`src/rtl/schmitt_filter_n_pkg.sv`:
```
// Shared definitions for the N-channel clocked Schmitt trigger.
//
// Holds the default parameter values used by both the top level and the
// per-channel filter, and the event encoding used inside a channel to
// produce the RISE/FALL pulses.  The event is a single enumerated value,
// so a channel can never report a rise and a fall in the same cycle.
package schmitt_filter_n_pkg;

  localparam int DEF_N           = 4;
  localparam int DEF_SYNC_STAGES = 2;
  localparam int DEF_CW          = 4;
  localparam int DEF_MAXC        = 15;
  localparam int DEF_TH_HI       = 12;
  localparam int DEF_TH_LO       = 3;
  localparam bit DEF_INIT        = 1'b0;

  // Output-level event produced by one channel on one clock edge.
  typedef enum logic [1:0] {
    EV_NONE = 2'd0,
    EV_RISE = 2'd1,
    EV_FALL = 2'd2
  } edge_ev_t;

endpackage : schmitt_filter_n_pkg

```
`src/rtl/schmitt_filter_n_ch.sv`:
```
// One channel of the clocked Schmitt trigger.
//
// Purpose:
//   Synchronises a raw asynchronous input, integrates it in a saturating
//   up/down counter and derives a hysteresis-qualified level plus
//   single-cycle rise/fall pulses.
//
// Ports:
//   clk   in  rising-edge clock
//   rn    in  synchronous active-low reset
//   en    in  filter enable; 0 freezes counter and level (sync keeps running)
//   din   in  raw asynchronous input
//   y     out filtered level (registered)
//   rise  out 1-cycle pulse on y 0->1 (registered)
//   fall  out 1-cycle pulse on y 1->0 (registered)
module schmitt_filter_n_ch
  import schmitt_filter_n_pkg::*;
#(
  parameter int SYNC_STAGES = DEF_SYNC_STAGES,
  parameter int CW          = DEF_CW,
  parameter int MAXC        = DEF_MAXC,
  parameter int TH_HI       = DEF_TH_HI,
  parameter int TH_LO       = DEF_TH_LO,
  parameter bit INIT        = DEF_INIT
) (
  input  logic clk,
  input  logic rn,
  input  logic en,
  input  logic din,
  output logic y,
  output logic rise,
  output logic fall
);

  localparam logic [CW-1:0] MAXC_C  = CW'(MAXC);
  localparam logic [CW-1:0] TH_HI_C = CW'(TH_HI);
  localparam logic [CW-1:0] TH_LO_C = CW'(TH_LO);
  localparam logic [CW-1:0] CNT_RST = INIT ? MAXC_C : '0;

  logic [SYNC_STAGES-1:0] sync_reg;
  logic [CW-1:0]          cnt_reg;
  logic [CW-1:0]          cnt_next;
  logic                   y_reg;
  logic                   y_next;
  logic                   rise_reg;
  logic                   fall_reg;
  edge_ev_t               ev_next;
  logic                   s;

  // Synchroniser chain: free-running, only reset touches it.
  for (genvar gi = 0; gi < SYNC_STAGES; gi++) begin : g_sync
    if (gi == 0) begin : g_first
      always_ff @(posedge clk) begin
        if (!rn) sync_reg[gi] <= INIT;
        else     sync_reg[gi] <= din;
      end
    end else begin : g_rest
      always_ff @(posedge clk) begin
        if (!rn) sync_reg[gi] <= INIT;
        else     sync_reg[gi] <= sync_reg[gi-1];
      end
    end
  end

  assign s = sync_reg[SYNC_STAGES-1];

  // Saturating integrator and threshold decision.  The level decision looks
  // at the count being written this edge, so the crossing and the output
  // change land on the same clock.
  always_comb begin
    cnt_next = cnt_reg;
    y_next   = y_reg;
    ev_next  = EV_NONE;
    if (en) begin
      if (s) begin
        if (cnt_reg != MAXC_C) cnt_next = cnt_reg + 1'b1;
      end else begin
        if (cnt_reg != '0) cnt_next = cnt_reg - 1'b1;
      end

      if (!y_reg && (cnt_next >= TH_HI_C)) begin
        y_next  = 1'b1;
        ev_next = EV_RISE;
      end else if (y_reg && (cnt_next <= TH_LO_C)) begin
        y_next  = 1'b0;
        ev_next = EV_FALL;
      end
    end
  end

  always_ff @(posedge clk) begin
    if (!rn) begin
      cnt_reg  <= CNT_RST;
      y_reg    <= INIT;
      rise_reg <= 1'b0;
      fall_reg <= 1'b0;
    end else begin
      cnt_reg  <= cnt_next;
      y_reg    <= y_next;
      rise_reg <= (ev_next == EV_RISE);
      fall_reg <= (ev_next == EV_FALL);
    end
  end

  assign y    = y_reg;
  assign rise = rise_reg;
  assign fall = fall_reg;

endmodule : schmitt_filter_n_ch

```
`src/rtl/schmitt_filter_n.sv`:
```
// N-channel clocked digital Schmitt trigger.
//
// Purpose:
//   Filters N noisy/asynchronous inputs independently: synchroniser,
//   saturating integrator, hysteresis output and rise/fall event pulses.
//   All outputs are registered.
//
// Ports:
//   CLK   in  1  rising-edge clock
//   RN    in  1  synchronous active-low reset
//   EN    in  1  filter enable; 0 freezes counters and levels
//   IN    in  N  raw inputs, bit i = channel i
//   Y     out N  filtered levels
//   RISE  out N  1-cycle pulse when Y[i] goes 0->1
//   FALL  out N  1-cycle pulse when Y[i] goes 1->0
module schmitt_filter_n
  import schmitt_filter_n_pkg::*;
#(
  parameter int N           = DEF_N,
  parameter int SYNC_STAGES = DEF_SYNC_STAGES,
  parameter int CW          = DEF_CW,
  parameter int MAXC        = DEF_MAXC,
  parameter int TH_HI       = DEF_TH_HI,
  parameter int TH_LO       = DEF_TH_LO,
  parameter bit INIT        = DEF_INIT
) (
  input  logic         CLK,
  input  logic         RN,
  input  logic         EN,
  input  logic [N-1:0] IN,
  output logic [N-1:0] Y,
  output logic [N-1:0] RISE,
  output logic [N-1:0] FALL
);

  for (genvar gi = 0; gi < N; gi++) begin : g_ch
    schmitt_filter_n_ch #(
      .SYNC_STAGES (SYNC_STAGES),
      .CW          (CW),
      .MAXC        (MAXC),
      .TH_HI       (TH_HI),
      .TH_LO       (TH_LO),
      .INIT        (INIT)
    ) u_ch (
      .clk  (CLK),
      .rn   (RN),
      .en   (EN),
      .din  (IN[gi]),
      .y    (Y[gi]),
      .rise (RISE[gi]),
      .fall (FALL[gi])
    );
  end

endmodule : schmitt_filter_n

```
`config.mk`:
```
export PLATFORM = sky130hd
export DESIGN_NAME = schmitt_filter_n
export DESIGN_NICKNAME = d
export VERILOG_FILES = /design/src/rtl/schmitt_filter_n_pkg.sv /design/src/rtl/schmitt_filter_n_ch.sv /design/src/rtl/schmitt_filter_n.sv
export SDC_FILE = /design/constraint.sdc
export NUM_CORES = 1
export LEC_CHECK = 0
export CORE_MARGIN = 3
export CORE_UTILIZATION = 30
export CTS_BUF_LIST = sky130_fd_sc_hd__clkbuf_8
export DETAILED_ROUTE_END_ITERATION = 10
export PLACE_DENSITY = 0.5
export SLEW_MARGIN = 20
export SYNTH_ARGS = -nofsm -noshare
export SYNTH_HDL_FRONTEND = slang
export SYNTH_SLANG_ARGS = --single-unit
```
`constraint.sdc`:
```
create_clock -name CLK -period 4.96 [get_ports CLK]
set_input_delay 0.992 -clock CLK [delete_from_list [all_inputs] [get_ports CLK]]
set_output_delay 0.992 -clock CLK [all_outputs]
set_load 0.01 [all_outputs]
```
==> results of run 1 <==
[worst paths after layout]
check	from	to	slack [ns]	cells past startpoint
min	g_ch[1].u_ch.sync_reg[0]	g_ch[1].u_ch.s	0.44	1
max reg2reg	g_ch[2].u_ch.cnt_reg[0]	g_ch[2].u_ch.y	3.13	7
max	RN	g_ch[3].u_ch.fall	2.30	5
min reg2reg	g_ch[1].u_ch.sync_reg[0]	g_ch[1].u_ch.s	0.44	1
[cell type report]
cell class,instances,area [um^2]
clock buffer,5,68.8
clock inverter,2,12.5
fill,694,4250
inverter,11,41.3
multi-input combinational,174,1150
sequential,36,721
tap,77,96.3
timing repair buffer,19,188
[power groups by stage]
stage / Sequential [uW] / Clock, uW / Combinational (uW)
after detailed placement: 402 / 0 / 446
after CTS: 395 / 208 / 450
after floorplan: 376 / 0 / 391
after global routing: 407 / 220 / 510
after global placement: 401 / 0 / 449
final: 395 / 201 / 446
[placed cells by master (no fill, tap or decap), types with 2 or more instances in the layout]
cell type	instances
inv_1	10
o211ai_1	4
nand3_1	3
nor2_1	18
nand2_1	21
nand4_1	5
clkdlybuf4s50_1	18
xor2_1	3
a311oi_1	3
dfxtp_1	36
nor3b_1	5
o32ai_1	3
o21a_1	6
mux2_2	4
or4_1	3
o21ai_0	16
nand3b_1	3
o21ai_2	3
xnor2_1	4
a31oi_1	2
clkbuf_8	5
nor3_1	6
and2_1	10
mux2i_1	11
ha_1	8
nor4bb_1	3
a21oi_1	17
or2_2	2
[metal layers]
metal / part of all wire, % / track usage (%) / up-vias
met2: 44 / 17.2 / 26
met5: 0 / 0 / -
met3: 4.8 / 4.06 / 4
met4: 1.0 / 3.92 / 0
li1: - / - / 860
met1: 50 / 15.1 / 770
[metrics by stage]
stage / hold slack (ns) / setup WS, ns / total power (uW) / instance area (um^2)
finish: 0.435 / 2.30 / 1040 / 2280
global placement: 0.427 / 2.03 / 850 / 2200
detailed placement: 0.423 / 1.96 / 848 / 2200
CTS: 0.441 / 2.26 / 1050 / 2280
floorplan: 0.412 / 2.93 / 768 / 2070
global route: 0.458 / 2.07 / 1140 / 2280
[logic make-up after synthesis]
kind of cell / share of synthesized area, %
AOI/OAI and AO/OA: 18.7
xor gates and xnor gates: 2.96
adders and majority gates: 4.84
buffers and inverters: 9.61
DFF: 34.8
muxes: 7.50
and+or+nand+nor: 21.6
==> flow_summary_export.csv, run 1 <==
group,metric,value,unit
global_route,antenna_found_initial,0,
timing,setup_viol,0,
routing,detailroute.via_count,1660,
logic_synthesis,yosys.area.top_type,"dfxtp_1",
global_route,grtUsageTotal,11.4,%
timing,drv_slew,0,
power,seqPwrFrac,38.0,%
logic_synthesis,synthCells,247,
power,swShare,38.2,%
floorplan,die_h,89.1,um
worst_setup_path,cp.arrival,2.87,ns
timing,fin_worst_skew,0.00623,ns
cts,cts-resized-gates,0,
cts,htree_num_levels,2,
floorplan,die_w,89.1,um
cts,cts_tree,"done",
worst_setup_path,end_kind,"register",
routing,drc_errors,0,
placement,numPortBuffers,18,
outcome,status,"completed",
timing,hold_violations,0,
cells_and_area,drive_above_1_share,8.50,%
logic_synthesis,ys_ff_latch,36,
floorplan,coreArea,6530,um^2
logic_synthesis,synthFlopType,"dfxtp_1",
global_route,grt_pass1_wl,7170,um
global_route,grt_pass1_vias,1541,
routing,antenna_left,0,
worst_setup_path,start_kind,"input port",
timing,timing.setup.tns,0,ns
job,max-cap-violations,0,
worst_setup_path,crit_chain,"clkdlybuf4s50_1 > clkinv_1 > nor2_1 > nand2_1 > nor3_1",
worst_setup_path,cp_max_fo,19,
worst_setup_path,critPathBufInv,2,
placement,hpwl,2890,um
power,p_sw,398,uW
logic_synthesis,yosys_warnings,0,
worst_setup_path,crit_required,5.17,ns
min_path,hold_path.class,"reg2reg",
power,power_density,457,nW/um^2
logic_synthesis,synth.area.top_cells,"dfxtp_1 35%, mux2i_1 5.3%, ha_1 4.8%",
floorplan,rows,29,
worst_setup_path,crit_family,"buffers and inverters",
global_route,grt_max_degree,20,
worst_setup_path,setup.worst_path.class,"in2reg",
logic_synthesis,synth_edf_count,0,
worst_setup_path,slowest_stage,"clkdlybuf4s50_1",
cells_and_area,layout.nets,262,
worst_setup_path,slowest_delay,0.64,ns
logic_synthesis,netlist_area,2070,um^2
logic_synthesis,netlist_top_cells_count,"36 x dfxtp_1, 21 x nand2_1, 18 x nor2_1",
logic_synthesis,yosysSeqAreaShare,34.8,%
cells_and_area,largest_reg_flops,16,
power,p_clk_share,19.3,%
placement,gp_congestion,0.727,
power,leakagePower,0.000822,uW
cells_and_area,fin_util,34.9,%
timing,rsz0062_at_grt,"false",
floorplan,die_area,7930,um^2
routing,drtIter0Drc,116,
cts,clock_path_buffers,2,
cts,numCtsBuffers,5,
routing,first_pass_iters,4,
power,internal_power,643,uW
cells_and_area,antenna_cells,0,
logic_synthesis,syn-num-nets,262,
logic_synthesis,yosysMostFrequentCell,"dfxtp_1",
floorplan,start_util,31.7,%
logic_synthesis,syn_area_per_cell,8.38,um^2
logic_synthesis,synthArstFlopShare,0,%
cts,root_buffer,"clkbuf_8",
global_route,grt_overflow_total,0,
cts,clock_latency,0.29,ns
power,ir_drop,0.137,mV
logic_synthesis,synth_cell_types,42,
routing,wl_per_cell,12.8,um
cells_and_area,areaGrowthSynthToFinish,10.0,%
floorplan,ios,19,
timing,period_needed,2.66,ns
power,pwr-share-comb,42.8,%
timing,fin_crit_sh,53.7,%
cts,post_cts_buffers,0,
timing,fmax,375,MHz
cts,cts_hold_buf,0,
cts,cts_sinks,36,
routing,wl,4130,um
cts,clkTransAtPathRegs,0.08,ns
cells_and_area,instances_no_fill,324,
timing,maxSlewHeadroom,61.6,%
routing,via_per_inst,5.12,
timing,worst_pin_slew,0.572,ns
placement,dp_cells,317,
logic_synthesis,synth_top_area_share,34.8,%
Note: power is estimated with default switching activity, not from simulation.
==> inputs of run 2 (changes only) <==
==> constraint.sdc (replaced) <==
create_clock -name CLK -period 2.65 [get_ports CLK]
set_input_delay 0.53 -clock CLK [delete_from_list [all_inputs] [get_ports CLK]]
set_output_delay 0.53 -clock CLK [all_outputs]
set_load 0.01 [all_outputs]
==> run 2 against run 1 <==
  * Core utilization grew 0.59 points
  * Cell area grew 1.7%
  * Sequential power grew 87%
  * Largest power group unchanged
  * Register-to-register slack lost 2.3 ns
  * Via count shrank 0.72%
  * Combinational power grew 88%
==> flow_summary_export.csv, run 2 (synthesis gave the netlist of run 1 again) <==
group,metric,value,unit
global_route,grt_pass1_vias,1465,
power,internal_power,1240,uW
cells_and_area,drive_above_1_share,9.96,%
cells_and_area,fillers,704,
cells_and_area,areaGrowthSynthToFinish,11.9,%
floorplan,start_util,31.7,%
timing,worst_pin_slew,0.447,ns
worst_setup_path,setup.worst_path.class,"in2reg",
global_route,antenna_found_initial,0,
cells_and_area,largest_reg_flops,16,
placement,gp_congestion,0.736,
cells_and_area,layout_commonest_cell,"dfxtp_1",
power,ir_drop,0.239,mV
placement,numPortBuffers,18,
floorplan,die_w,89.1,um
global_route,grtUsageTotal,11.2,%
timing,holdWs,0.438,ns
cells_and_area,multiInputGateArea,1150,um^2
power,swShare,37.8,%
power,seqPwrFrac,37.1,%
worst_setup_path,start_kind,"input port",
power,leakagePower,0.000840,uW
routing,drtIter0Drc,49,
cts,htree_num_levels,2,
timing,fmax,530,MHz
worst_setup_path,ff2ff_path_depth,7,
timing,fin_ws,0.763,ns
timing,timing.setup.tns,0,ns
timing,setup_viol,0,
cts,clock_path_buffers,2,
global_route,grt_overflow_total,0,
routing,antenna_left,0,
outcome,status,"completed",
routing,wl,4050,um
timing,fin_worst_skew,0.00633,ns
floorplan,die_h,89.1,um
cells_and_area,final_cell_mix,"36 x dfxtp_1, 21 x nand2_1, 18 x nor2_1, 18 x clkdlybuf4s50_1, 17 x a21oi_1",
worst_setup_path,crit_required,2.87,ns
routing,detailroute.via_count,1648,
timing,maxSlewHeadroom,70.1,%
worst_setup_path,cp.arrival,2.11,ns
power,p_clk_share,20.8,%
floorplan,ios,19,
timing,fin_crit_sh,71.2,%
cts,cts-resized-gates,0,
routing,first_pass_iters,4,
power,p_sw,752,uW
power,pwr-share-comb,42.0,%
cts,clkTransAtPathRegs,0.08,ns
timing,drv_slew,0,
worst_setup_path,end_kind,"register",
cts,cts_tree,"done",
job,max-cap-violations,0,
timing,rsz0062_at_grt,"false",
cells_and_area,fin_area,2320,um^2
cells_and_area,register_area,721,um^2
timing,hold_violations,0,
cells_and_area,layout.nets,265,
routing,wl_per_cell,12.3,um
cts,clock_latency,0.29,ns
placement,place_ws,0.459,ns
global_route,grt_pass1_wl,6960,um
placement,place_area,2220,um^2
min_path,holdPathStages,1,
cts,cts_hold_buf,0,
cts,cts_sinks,36,
global_route,grt_max_degree,15,
cts,numCtsBuffers,5,
routing,drc_errors,0,
timing,period_needed,1.89,ns
power,power_density,860,nW/um^2
cts,post_cts_buffers,0,
cells_and_area,antenna_cells,0,
min_path,hold_path.class,"reg2reg",
floorplan,rows,29,
cts,root_buffer,"clkbuf_8",
floorplan,die_area,7930,um^2
worst_setup_path,cp_max_fo,12,
routing,via_per_inst,5.02,
placement,hpwl,2920,um
floorplan,coreArea,6530,um^2
==> run 2: path summary, 6_finish.rpt <==
check | end | startpoint | slack (ns)
hold reg to reg | g_ch[1].u_ch.s | g_ch[1].u_ch.sync_reg[0] | 0.44
setup / recovery | g_ch[2].u_ch.fall | EN | 0.76
setup reg to reg | g_ch[2].u_ch.y | g_ch[2].u_ch.cnt_reg[0] | 0.87
hold / removal | g_ch[1].u_ch.s | g_ch[1].u_ch.sync_reg[0] | 0.44
==> run 2: critical path: stages <==
cell	delay, ns
clkdlybuf4s50_1	0.74
inv_1	0.23
nor2_1	0.35
nand3_1	0.15
nor2_1	0.10
==> run 2: layout make-up <==
class                           count  area share (%)
Sequential cell                    36            31.1
Inverter                           11            1.78
Tap cell                           77            4.16
Clock buffer                        6            3.57
Clock inverter                      2           0.648
Multi-Input combinational cell    174            49.6
Timing Repair Buffer               22            9.08
==> run 2: metal layers <==
| metal | vias to the layer above | GRT usage, % | share of wire (%) |
|---|---|---|---|
| met3 | 4 | 3.04 | 4.1 |
| met1 | 746 | 15.0 | 51 |
| met5 | - | 0 | 0 |
| met2 | 26 | 17.7 | 44 |
| met4 | 0 | 3.25 | 0.79 |
| li1 | 872 | - | - |
==> run 2: metrics by stage <==
step	cells	power (uW)	utilization (%)
2_1_floorplan	247	1440	-
4_1_cts	328	2020	35.5
3_5_place_dp	320	1590	34.0
5_1_grt	328	2180	35.5
6_report	328	1990	35.5
3_3_place_gp	320	1590	34.0
==> run 2: power by group through the flow <==
stage | sequential, uW | combinational (uW) | clock (uW)
floorplan | 704 | 733 | 0
detailed placement | 752 | 843 | 0
CTS | 740 | 845 | 433
global placement | 753 | 838 | 0
finish | 739 | 837 | 415
global route | 760 | 959 | 462
==> inputs of run 3 (changes only) <==
==> constraint.sdc (replaced) <==
create_clock -name CLK -period 1.81 [get_ports CLK]
set_input_delay 0.362 -clock CLK [delete_from_list [all_inputs] [get_ports CLK]]
set_output_delay 0.362 -clock CLK [all_outputs]
set_load 0.01 [all_outputs]
==> run 3 against run 2 <==
  * Register-to-register slack worse by 0.72 ns
  * Critical path depth up 2
  * Hold slack worse by 0.0030 ns
  * Combinational power up 58%
  * Routed wire length up 4.7%
  * Flip-flop and latch count unchanged
  * Cell count up 4.6%
  * Die area unchanged
  * Largest cell class unchanged
==> flow_summary_export.csv, run 3 (synthesis gave the netlist of run 1 again) <==
group,metric,value,unit
global_route,grtUsageTotal,11.8,%
routing,drtIter0Drc,59,
worst_setup_path,crit_required,1.99,ns
timing,holdWs,0.435,ns
global_route,grt_pass1_wl,7330,um
job,max-cap-violations,0,
min_path,hold_path.class,"reg2reg",
worst_setup_path,slowest_delay,0.41,ns
cells_and_area,drive_above_1_share,15.8,%
worst_setup_path,cp.arrival,1.84,ns
floorplan,ios,19,
worst_setup_path,slowest_stage,"dfxtp_1",
routing,antenna_left,0,
worst_setup_path,end_kind,"register",
worst_setup_path,setup.worst_path.class,"reg2reg",
timing,period_needed,1.66,ns
routing,drc_errors,0,
worst_setup_path,crit_family,"compound AO/OA/AOI/OAI gates",
cts,cts_hold_buf,0,
routing,wl_per_cell,12.4,um
timing,rsz0062_at_grt,"false",
routing,detailroute.via_count,1698,
timing,fmax,601,MHz
global_route,grt_max_degree,19,
timing,hold_violations,0,
power,finalPower,3160,uW
cts,post_cts_buffers,0,
cts,clock_latency,0.29,ns
power,power_density,1280,nW/um^2
cts,numCtsBuffers,5,
worst_setup_path,cp_max_fo,5,
cts,root_buffer,"clkbuf_8",
timing,fin_worst_skew,0.00806,ns
placement,hpwl,3030,um
routing,first_pass_iters,4,
cells_and_area,areaGrowthSynthToFinish,19.5,%
routing,via_per_inst,4.95,
floorplan,die_w,89.1,um
timing,drv_slew,0,
timing,maxSlewHeadroom,73.1,%
placement,numPortBuffers,18,
cts,cts_tree,"done",
power,ir_drop,0.361,mV
cts,cts_sinks,36,
timing,timing.setup.tns,0,ns
global_route,antenna_found_initial,0,
worst_setup_path,crit_chain,"inv_1 > ha_1 > and4bb_2 > a31o_2 > a21oi_1 > a21oi_2 > o21a_1",
cts,htree_num_levels,2,
placement,gp_congestion,0.734,
floorplan,die_h,89.1,um
timing,fin_crit_sh,91.9,%
worst_setup_path,critPathBufInv,1,
floorplan,die_area,7930,um^2
floorplan,coreArea,6530,um^2
cells_and_area,largest_reg_flops,16,
global_route,grt_pass1_vias,1547,
cts,clkTransAtPathRegs,0.08,ns
outcome,status,"completed",
cts,clock_path_buffers,2,
timing,worst_pin_slew,0.393,ns
cells_and_area,final_cell_mix,"35 x dfxtp_1, 21 x nand2_1, 18 x clkdlybuf4s50_1, 18 x buf_4",
floorplan,rows,29,
cells_and_area,antenna_cells,0,
cells_and_area,layout_commonest_cell,"dfxtp_1",
floorplan,start_util,31.7,%
global_route,grt_overflow_total,0,
power,leakagePower,0.000942,uW
routing,wl,4240,um
cells_and_area,layout.nets,280,
timing,setup_viol,0,
worst_setup_path,start_kind,"register",
==> run 3: cell types whose count changed in the layout (fill, tap and decap cells not counted) <==
cell	delta
dfxtp_1	-1
buf_4	+14
nor2_1	-1
clkbuf_8	+1
buf_12	+1
bufinv_16	+1
clkinvlp_4	-2
nor2_2	+1
dfxtp_2	+1
==> run 3: routing by layer <==
metal	wire, um	part of all wire [%]	up-vias	GRT usage (%)
met4	43	1.0	0	3.65
met2	1810	43	27	17.5
li1	-	-	900	-
met1	2190	52	766	16.6
met3	185	4.4	5	3.13
met5	0	0	-	0
==> run 3: worst paths after layout <==
check	slack, ns	start	depth (start not counted)	end
worst max-delay path	0.15	g_ch[2].u_ch.cnt_reg[0]	7	g_ch[2].u_ch.y
worst min-delay path	0.44	g_ch[1].u_ch.sync_reg[0]	1	g_ch[1].u_ch.s
worst max register to register	0.15	g_ch[2].u_ch.cnt_reg[0]	7	g_ch[2].u_ch.y
worst min register to register	0.44	g_ch[1].u_ch.sync_reg[0]	1	g_ch[1].u_ch.s
==> run 3: timing repair <==
| item | 4_1_cts | 5_1_grt |
|---|---|---|
| endpoints found under the hold margin | 0 | 0 |
| gates resized for setup | 0 | 2 |
| setup endpoints to repair | 0 | 2 |
==> run 3: report_power, final <==
group	internal, uW	total (uW)	switching, uW
logic	645	1320	677
clock network	486	778	292
registers	917	1050	138
total	2050	3160	1110
==> run 3: through the flow <==
| step | std cells | area (um^2) | setup WS [ns] | util [%] |
|---|---|---|---|---|
| final | 343 | 2470 | 0.147 | 37.9 |
| after CTS | 343 | 2470 | 0.0922 | 37.8 |
| after floorplan | 247 | 2070 | 0.206 | - |
| after detailed placement | 335 | 2340 | 0.0726 | 35.9 |
| after global placement | 335 | 2340 | 0.0852 | 35.9 |
| after global routing | 343 | 2470 | 0.0320 | 37.9 |
==> run 3: cell type report <==
type	count	area [um^2]
timing repair buffer	37	335
clock inverter	1	30.0
multi-input combinational	174	1150
sequential	36	722
fill	665	4060
tap	77	96.3
inverter	11	41.3
clock buffer	7	96.3
